[src/rtl/ap_fifo_in_framer.sv]
// Strips MAGIC-tagged length headers from a standard-FIFO word stream and presents payload as an ap_fifo.
// Header read to first payload available: 3 cycles; 1 word/cycle sustained; upstream reads stop when the 2-entry queue would fill.
module ap_fifo_in_framer #(
  parameter logic [15:0] MAGIC = 16'hA55A,
  parameter int          ERR_W = 8
) (
  input  logic             ap_clk,
  input  logic             ap_rst_n,
  input  logic [31:0]      fifo_dout,
  input  logic             fifo_empty,
  output logic             fifo_rd_en,
  output logic [31:0]      in_V_V_dout,
  output logic             in_V_V_empty_n,
  input  logic             in_V_V_read,
  output logic             frame_done,
  output logic [15:0]      frame_len,
  output logic [15:0]      frame_cnt,
  output logic [ERR_W-1:0] sync_err_cnt,
  output logic             busy
);

  typedef enum logic {ST_HDR, ST_PAYLOAD} state_t;

  state_t           state_q, state_d;
  logic [1:0][31:0] q_mem_q, q_mem_d;
  logic             rd_ptr_q, rd_ptr_d;
  logic             wr_ptr_q, wr_ptr_d;
  logic [1:0]       q_count_q, q_count_d;
  logic             inflight_q, inflight_d;
  logic [15:0]      frame_len_q, frame_len_d;
  logic [15:0]      remain_q, remain_d;
  logic [15:0]      frame_cnt_q, frame_cnt_d;
  logic [ERR_W-1:0] sync_err_cnt_q, sync_err_cnt_d;

  logic        pop;
  logic        push;
  logic        has_data;
  logic [31:0] head;
  logic [2:0]  occupancy;

  assign head     = q_mem_q[rd_ptr_q];
  assign has_data = (q_count_q != 2'd0);
  assign push     = inflight_q;

  always_comb begin
    state_d        = state_q;
    frame_len_d    = frame_len_q;
    remain_d       = remain_q;
    frame_cnt_d    = frame_cnt_q;
    sync_err_cnt_d = sync_err_cnt_q;
    pop            = 1'b0;
    frame_done     = 1'b0;

    case (state_q)
      ST_HDR: begin
        if (has_data) begin
          pop = 1'b1;
          if (head[31:16] == MAGIC) begin
            frame_len_d = head[15:0];
            if (head[15:0] == 16'd0) begin
              frame_done  = 1'b1;
              frame_cnt_d = frame_cnt_q + 16'd1;
            end else begin
              remain_d = head[15:0];
              state_d  = ST_PAYLOAD;
            end
          end else if (sync_err_cnt_q != {ERR_W{1'b1}}) begin
            sync_err_cnt_d = sync_err_cnt_q + 1'b1;
          end
        end
      end
      ST_PAYLOAD: begin
        if (in_V_V_read && has_data) begin
          pop      = 1'b1;
          remain_d = remain_q - 16'd1;
          if (remain_q == 16'd1) begin
            frame_done  = 1'b1;
            frame_cnt_d = frame_cnt_q + 16'd1;
            state_d     = ST_HDR;
          end
        end
      end
      default: state_d = ST_HDR;
    endcase

    // Nothing is consumed or requested while reset is held.
    if (!ap_rst_n) begin
      pop        = 1'b0;
      frame_done = 1'b0;
    end

    occupancy  = {1'b0, q_count_q} + {2'b00, inflight_q} - {2'b00, pop};
    fifo_rd_en = ap_rst_n && !fifo_empty && (occupancy <= 3'd1);

    q_mem_d = q_mem_q;
    if (push) q_mem_d[wr_ptr_q] = fifo_dout;
    q_count_d  = q_count_q + {1'b0, push} - {1'b0, pop};
    rd_ptr_d   = rd_ptr_q ^ pop;
    wr_ptr_d   = wr_ptr_q ^ push;
    inflight_d = fifo_rd_en;
  end

  always_ff @(posedge ap_clk) begin
    if (!ap_rst_n) begin
      state_q        <= ST_HDR;
      q_mem_q        <= '0;
      rd_ptr_q       <= 1'b0;
      wr_ptr_q       <= 1'b0;
      q_count_q      <= 2'd0;
      inflight_q     <= 1'b0;
      frame_len_q    <= 16'd0;
      remain_q       <= 16'd0;
      frame_cnt_q    <= 16'd0;
      sync_err_cnt_q <= '0;
    end else begin
      state_q        <= state_d;
      q_mem_q        <= q_mem_d;
      rd_ptr_q       <= rd_ptr_d;
      wr_ptr_q       <= wr_ptr_d;
      q_count_q      <= q_count_d;
      inflight_q     <= inflight_d;
      frame_len_q    <= frame_len_d;
      remain_q       <= remain_d;
      frame_cnt_q    <= frame_cnt_d;
      sync_err_cnt_q <= sync_err_cnt_d;
    end
  end

  assign in_V_V_empty_n = (state_q == ST_PAYLOAD) && has_data;
  assign in_V_V_dout    = head;
  assign frame_len      = frame_len_q;
  assign frame_cnt      = frame_cnt_q;
  assign sync_err_cnt   = sync_err_cnt_q;
  assign busy           = (state_q == ST_PAYLOAD);

endmodule

[config.mk]
export PLATFORM = sky130hd
export DESIGN_NAME = ap_fifo_in_framer
export DESIGN_NICKNAME = d
export VERILOG_FILES = /design/src/rtl/ap_fifo_in_framer.sv
export SDC_FILE = /design/constraint.sdc
export NUM_CORES = 1
export LEC_CHECK = 0
export CORE_MARGIN = 2
export CORE_UTILIZATION = 40
export CTS_CLUSTER_DIAMETER = 40
export CTS_CLUSTER_SIZE = 30
export DETAILED_ROUTE_END_ITERATION = 10
export DONT_BUFFER_PORTS = 1
export SLEW_MARGIN = 10
export SYNTH_ARGS = -nofsm -noshare
export SYNTH_HDL_FRONTEND = slang
export SYNTH_SLANG_ARGS = --single-unit
[constraint.sdc]
create_clock -name ap_clk -period 5.95 [get_ports ap_clk]
set_input_delay 0.595 -clock ap_clk [delete_from_list [all_inputs] [get_ports ap_clk]]
set_output_delay 0.595 -clock ap_clk [all_outputs]
set_load 0.03 [all_outputs]
==> results.py <==
metrics = {
    "timing": {
        "fin_tns_setup_ns": 0,
        "fmax_ghz": 0.281,
        "worst_pin_slew_ns": 1.18,
        "rsz0062_at_grt": "no",
        "post-route-period-util_pct": 59.9,
        "finalHoldViolCount": 0,
        "setup_viol": 0,
        "min_period_ns": 3.56,
        "finClkSkew_ns": 0.00583,
        "max_slew_margin_pct": 21.1,
        "drv_slew": 0,
        "final.setup.worst_slack_ns": 2.39,
        "hold_slack_ns": 0.245,
    },
    "drt": {
        "drt_first_pass_iters": 5,
        "routed_wl_um": 14800,
        "route.vias.total": 4650,
        "antenna_left": 0,
        "drtIter0Drc": 386,
        "drc": 0,
        "via_per_inst": 5.64,
        "wl_per_cell_um": 17.9,
    },
    "synth": {
        "syn_avg_cell_area_um2": 9.12,
        "syn-num-nets": 690,
        "synth_top_family_by_area": "multiplexers",
        "synth_area_mm2": 0.00588,
        "syn_inst": 645,
        "synth-main-ff-cell": "dfxtp_1",
        "yosysUniqueCellTypes": 54,
        "synthAdderAreaFrac_pct": 2.04,
        "synthSimpleGateAreaFrac_pct": 19.5,
        "ys_ff_latch": 126,
        "synth-compound-area-share_pct": 10.5,
        "synth-edff-count": 0,
        "yosysWarnings": 0,
        "async_flop_share_pct": 0,
        "muxShareOfSynthArea_pct": 19.7,
        "yosysSeqAreaShare_pct": 42.9,
        "synth-xor-area-share_pct": 0.893,
    },
    "die": {
        "core_area_mm2": 0.0144,
        "num_rows": 44,
        "die_w_um": 125,
        "start_util_pct": 40.8,
        "die_y_um": 125,
        "num_io_pins": 112,
        "dieArea_mm2": 0.0157,
    },
    "power_and_ir_drop": {
        "leakage_nw": 2.33,
        "p_per_area_mw_per_mm2": 422,
        "peakVddDrop_mv": 0.206,
    },
    "flow_run": {
        "maxCapViolations": 0,
    },
    "final_layout": {
        "layout_commonest_cell": "dfxtp_1",
        "nFillCells": 1414,
        "antenna_cells": 0,
        "drive_gt1_share_pct": 12.0,
        "layout_common_cells": "125 x dfxtp_1, 104 x nor2_1, 82 x mux2i_1",
        "multi_input_area_mm2": 0.00310,
        "finalNonFillerCells": 825,
        "regArea_mm2": 0.00252,
        "areaGrowthSynthToFinish_pct": 12.5,
        "nNetsFinal": 673,
        "final_cell_area_mm2": 0.00662,
    },
    "clock_tree": {
        "clk_latency_ns": 0.42,
        "clockRootBuffer": "clkbuf_16",
        "clkSinkCount": 126,
        "cts.path.max_buffers": 2,
        "postCtsSetupRepairBufs": 0,
        "cts_resized": 0,
        "cts_buffers": 17,
        "cts_hold_buf": 0,
        "htree_levels": 4,
        "cts_tree": "done",
        "clk_pin_slew_ns": 0.06,
    },
    "worst_setup_path": {
        "cp.required_ns": 5.36,
        "r2r-start": "q_mem_q[59]$_SDFFE_PN0P_",
        "cp_cell_sequence": "buf_4 -> nor4b_1 -> nand4_1 -> a2111oi_4 -> inv_1 -> o22ai_1 -> and2_1",
        "critPathLaunchType": "flip-flop",
        "slowest_stage": "a2111oi_4",
        "critPathKind": "flip-flop to output pin",
        "worstPathMaxFanout": 39,
        "startpoint": "rd_ptr_q$_SDFF_PN0_",
        "endpoint_kind": "output pin",
        "path_buf_inv": 2,
        "cp_slowest_stage_delay_ns": 0.61,
        "cp_top_family": "simple AND/OR/NAND/NOR gates",
        "cp.arrival_ns": 2.97,
    },
    "run_status": {
        "outcome": "finished, final reports clean",
    },
    "placement": {
        "dp_hpwl_um": 10100,
        "dp_cells": 793,
        "dp_slack_ns": 2.67,
        "port_buffers": 0,
        "gp_congestion": 0.797,
        "placed_cell_area_mm2": 0.00597,
    },
    "global_routing": {
        "grt_pass1_wl_um": 23800,
        "track_usage_pct": 19.1,
        "busiest_layer": "met2",
        "met2_usage_pct": 30.4,
        "grt_pass1_vias": 4375,
        "use_met3_pct": 7.49,
        "overflow": 0,
        "antenna_found_initial": 0,
        "globalRouteMet1Util_pct": 23.1,
        "grt_max_degree": 119,
    },
    "worst_hold_path": {
        "hp-class": "input port to flip-flop",
        "hold_start": "fifo_empty",
    },
}
-- logic make-up after synthesis --
| group | count (synthesis) |
|---|---|
| buf+inv | 62 |
| flops | 126 |
| simple gates | 233 |
| fa+ha+maj | 9 |
| mux | 112 |
| xor+xnor | 6 |
| compound gates | 97 |
-- through the flow --
stage          util, %  power (mW)
2_1_floorplan        -        1.55
3_3_place_gp      41.4        1.66
3_5_place_dp      41.4        1.68
4_1_cts           45.9        2.82
5_1_grt           45.9        2.92
6_report          45.9        2.79
-- Yosys cell counts, drive strengths merged (3+ instances only) --
cell | number | area, um2
nor4 | 12 | 90.1
or3 | 10 | 62.6
nor4b | 4 | 41.3
clkbuf | 20 | 75.1
nand3 | 16 | 80.1
nand2 | 37 | 139
or4 | 12 | 90.1
dfxtp | 126 | 2520
o21ai | 27 | 135
o22ai | 3 | 18.8
o211ai | 9 | 67.6
nor3 | 10 | 50.1
buf | 20 | 108
o31ai | 8 | 60.1
xnor2 | 4 | 35.0
mux2i | 82 | 821
ha | 8 | 100
nand2b | 3 | 18.8
nor2 | 104 | 390
and2 | 6 | 37.5
mux2 | 30 | 338
nand4 | 9 | 56.3
a21oi | 36 | 184
inv | 22 | 82.6
a211oi | 3 | 22.5
-- state kept, by name (all words and copies together) (netlist names) --
| signal | flops |
|---|---|
| q_count_q | 2 |
| sync_err_cnt | 8 |
| wr_ptr_q | 1 |
| frame_len | 16 |
| frame_cnt | 16 |
| busy | 1 |
| rd_ptr_q | 1 |
| inflight_q | 1 |
| remain_q | 16 |
| q_mem_q | 64 |
-- cell type report --
type / count / area share, %
clock buffers: 22 / 7.01
clock inverters: 10 / 2.80
inverters: 22 / 1.27
multi-input cells: 457 / 46.9
flip-flops and latches: 126 / 38.1
well taps: 184 / 3.48
repair buffers: 4 / 0.454
-- worst reg2reg max path, cell delays in order, from the launching register on --
cell and delay, ns:
dfxtp_1 0.32, or3_1 0.38, nor4_1 0.50, o211a_1 0.94
a21oi_2 0.39, or4_1 0.49, a21oi_1 0.14
-- metal layers --
metal  vias up  part of all wire [%]
met2       137                    48
met5         -                     0
li1       2270                     -
met4         0                   2.6
met1      2218                    42
met3        25                   7.3
-- final timing paths --
path         slack (ns)  cells after the start                   endpoint
min                0.25                      1      inflight_q$_SDFF_PN0_
max                2.39                      7                 frame_done
max reg2reg        2.70                      6  frame_cnt[4]$_SDFFE_PN0P_
min reg2reg        0.49                      2  remain_q[15]$_SDFFE_PN0P_
-- power by group --
group / total (mW) / switching (mW) / internal, mW
clock network: 1.14 / 0.372 / 0.765
registers: 0.989 / 0.0688 / 0.920
logic: 0.669 / 0.411 / 0.258
total: 2.79 / 0.851 / 1.94
Power figures use the tool's default switching activity.
==> RTL edit, RTL diff (same flow settings) <==
Set the parameter `ERR_W` to 7 (it was 8).
--- a/src/rtl/ap_fifo_in_framer.sv
+++ b/src/rtl/ap_fifo_in_framer.sv
@@ -4,3 +4,3 @@
   parameter logic [15:0] MAGIC = 16'hA55A,
-  parameter int          ERR_W = 8
+  parameter int          ERR_W = 7
 ) (
Interface: changed (resized sync_err_cnt); port bits go from 112 to 111. No check against the original RTL was run, so the function may have changed too.
==> RTL edit against the original RTL <==
Synthesized area down 1.4%. Routed wire length down 0.62%. Design area down 1.5%. Clock power down 5%. Critical path depth down 2. Count of clock-buffer cells in the layout down 5. Sequential cell count down 1. Global-route usage down 0.25 points. Setup slack worse by 0.58 ns. Utilization up 0.53 points. Power down 3.2%. Critical endpoint unchanged. Largest cell class unchanged. Largest power group unchanged. Highest routed layer unchanged.
==> RTL edit: results <==
set metrics [dict create \
    status "completed" \
    top_register "q_mem_q" \
    netlist_top_cells_count "125 x dfxtp_1, 108 x nor2_1, 82 x mux2i_1, 43 x a21oi_1, 36 x nand2_1" \
    cts_resized 0 \
    yosys_warnings 0 \
    rrSetupSlack_ns 2.24 \
    place_ws_ns 2.066 \
    worstSkewPairLatency_ns 0.42 \
    post-cts-setup-buffers 0 \
    crit_arrival_ns 3.54 \
    worstPathMaxFanout 40 \
    fin_ws_ns 1.811 \
    via_per_inst 5.628 \
    numPortBuffers 0 \
    path_clk_slew_ns 0.05 \
    dpl.hpwl_mm 9.803 \
    synth_ff_type "dfxtp_1" \
    drt_iter0_markers 314 \
    antenna_found_initial 0 \
    nets 659 \
    drive_gt1_frac 0.1228 \
    whs_path_depth 1 \
    leakagePower_uw 0.002397 \
    yosysUniqueCellTypes 55 \
    worst_r2r_path_depth 5 \
    grt_first_pass_wirelength_mm 23.27 \
    grt_pass1_vias 4334 \
    wl_per_cell_um 18.18 \
    yosysSeqAreaShare 0.4316 \
    grt_usage 0.1882 \
    largest_reg_flops 64 \
    skew_ns 0.01131 \
    diodes 0 \
    async_flop_share 0 \
    grt_max_degree 74 \
    numCtsBuffers 17 \
    synthTopCellsByArea "dfxtp_1 43%, mux2i_1 14%, nor2_1 7.0%, mux2_2 5.8%, a21oi_1 3.7%" \
    synth_nets 678 \
    htreeDepth 4 \
    min_path_type "primary input to flip-flop" \
    power_switching_uw 849.1 \
    firstDrtPassIters 5 \
    slew_headroom 0.2534 \
    clockRootBuffer "clkbuf_16" \
    ir_drop_v 0.0002510 \
    clk_path_buf_depth 2 \
    gp_congestion 0.7877 \
    synth_edf_count 0 \
]
-- RTL edit: cell count changes after synthesis, moves of 5 or more --
| cell | unedited run | this run |
|---|---|---|
| a21oi_1 | 35 | 43 |
| clkbuf_1 | 20 | 27 |
| nand3_1 | 16 | 5 |
| nand4_1 | 9 | 4 |
| nor3_1 | 10 | 15 |
| o211ai_1 | 9 | 1 |
| o21ai_0 | 26 | 4 |
| o32ai_1 | 1 | 7 |
-- RTL edit: logic make-up after synthesis --
kind of cell,count (synthesis),share of synthesized area
compound gates,92,0.1070
fa+ha+maj,9,0.02072
mux,112,0.1998
flops,125,0.4316
xor+xnor,7,0.01057
simple gates,227,0.1886
buf+inv,61,0.04165
-- RTL edit: worst max-delay path: stages, from the launching register on --
cell and delay [ns]:
dfxtp_2 0.97, nor4b_1 0.37, nand4_1 0.18, a2111oi_2 0.67, a22oi_2 0.38, nor2_1 0.55
-- RTL edit: cell type report --
cell class	count	area, um^2
clock buffers	17	425.4
clock inverters	15	197.7
fillers	1297	7525
inverters	19	72.57
multi-input cells	447	3059
flip-flops and latches	125	2504
well taps	180	225.2
repair buffers	4	33.78
-- RTL edit: per-stage QoR --
stage	area, um^2	hold WS (ns)	std cells
final	6518	0.2578	807
after global routing	6518	0.2412	807
after CTS	6506	0.2413	806
after detailed placement	5883	0.4552	774
after global placement	5883	0.4480	774
after floorplan	5798	0.4334	633
-- RTL edit: worst paths after layout --
kind                                     to                      start
setup / recovery                 frame_done        rd_ptr_q$_SDFF_PN0_
hold reg to reg   remain_q[10]$_SDFFE_PN0P_  remain_q[10]$_SDFFE_PN0P_
hold / removal        inflight_q$_SDFF_PN0_                 fifo_empty
setup reg to reg  remain_q[14]$_SDFFE_PN0P_        rd_ptr_q$_SDFF_PN0_
-- RTL edit: power groups by stage --
stage               registers (uW)  clock network [uW]  logic [uW]
floorplan                      978                   0         532
global placement              1040                   0         590
detailed placement            1040                   0         598
CTS                           1030                1110         601
global route                  1040                1150         644
finish                        1030                1080         595
-- RTL edit: layer usage --
metal,track usage,up-vias,part of all wire
li1,-,2211,-
met1,0.2305,2186,0.45
met2,0.2915,123,0.45
met3,0.07990,22,0.077
met4,0.07601,0,0.021
met5,0,-,0
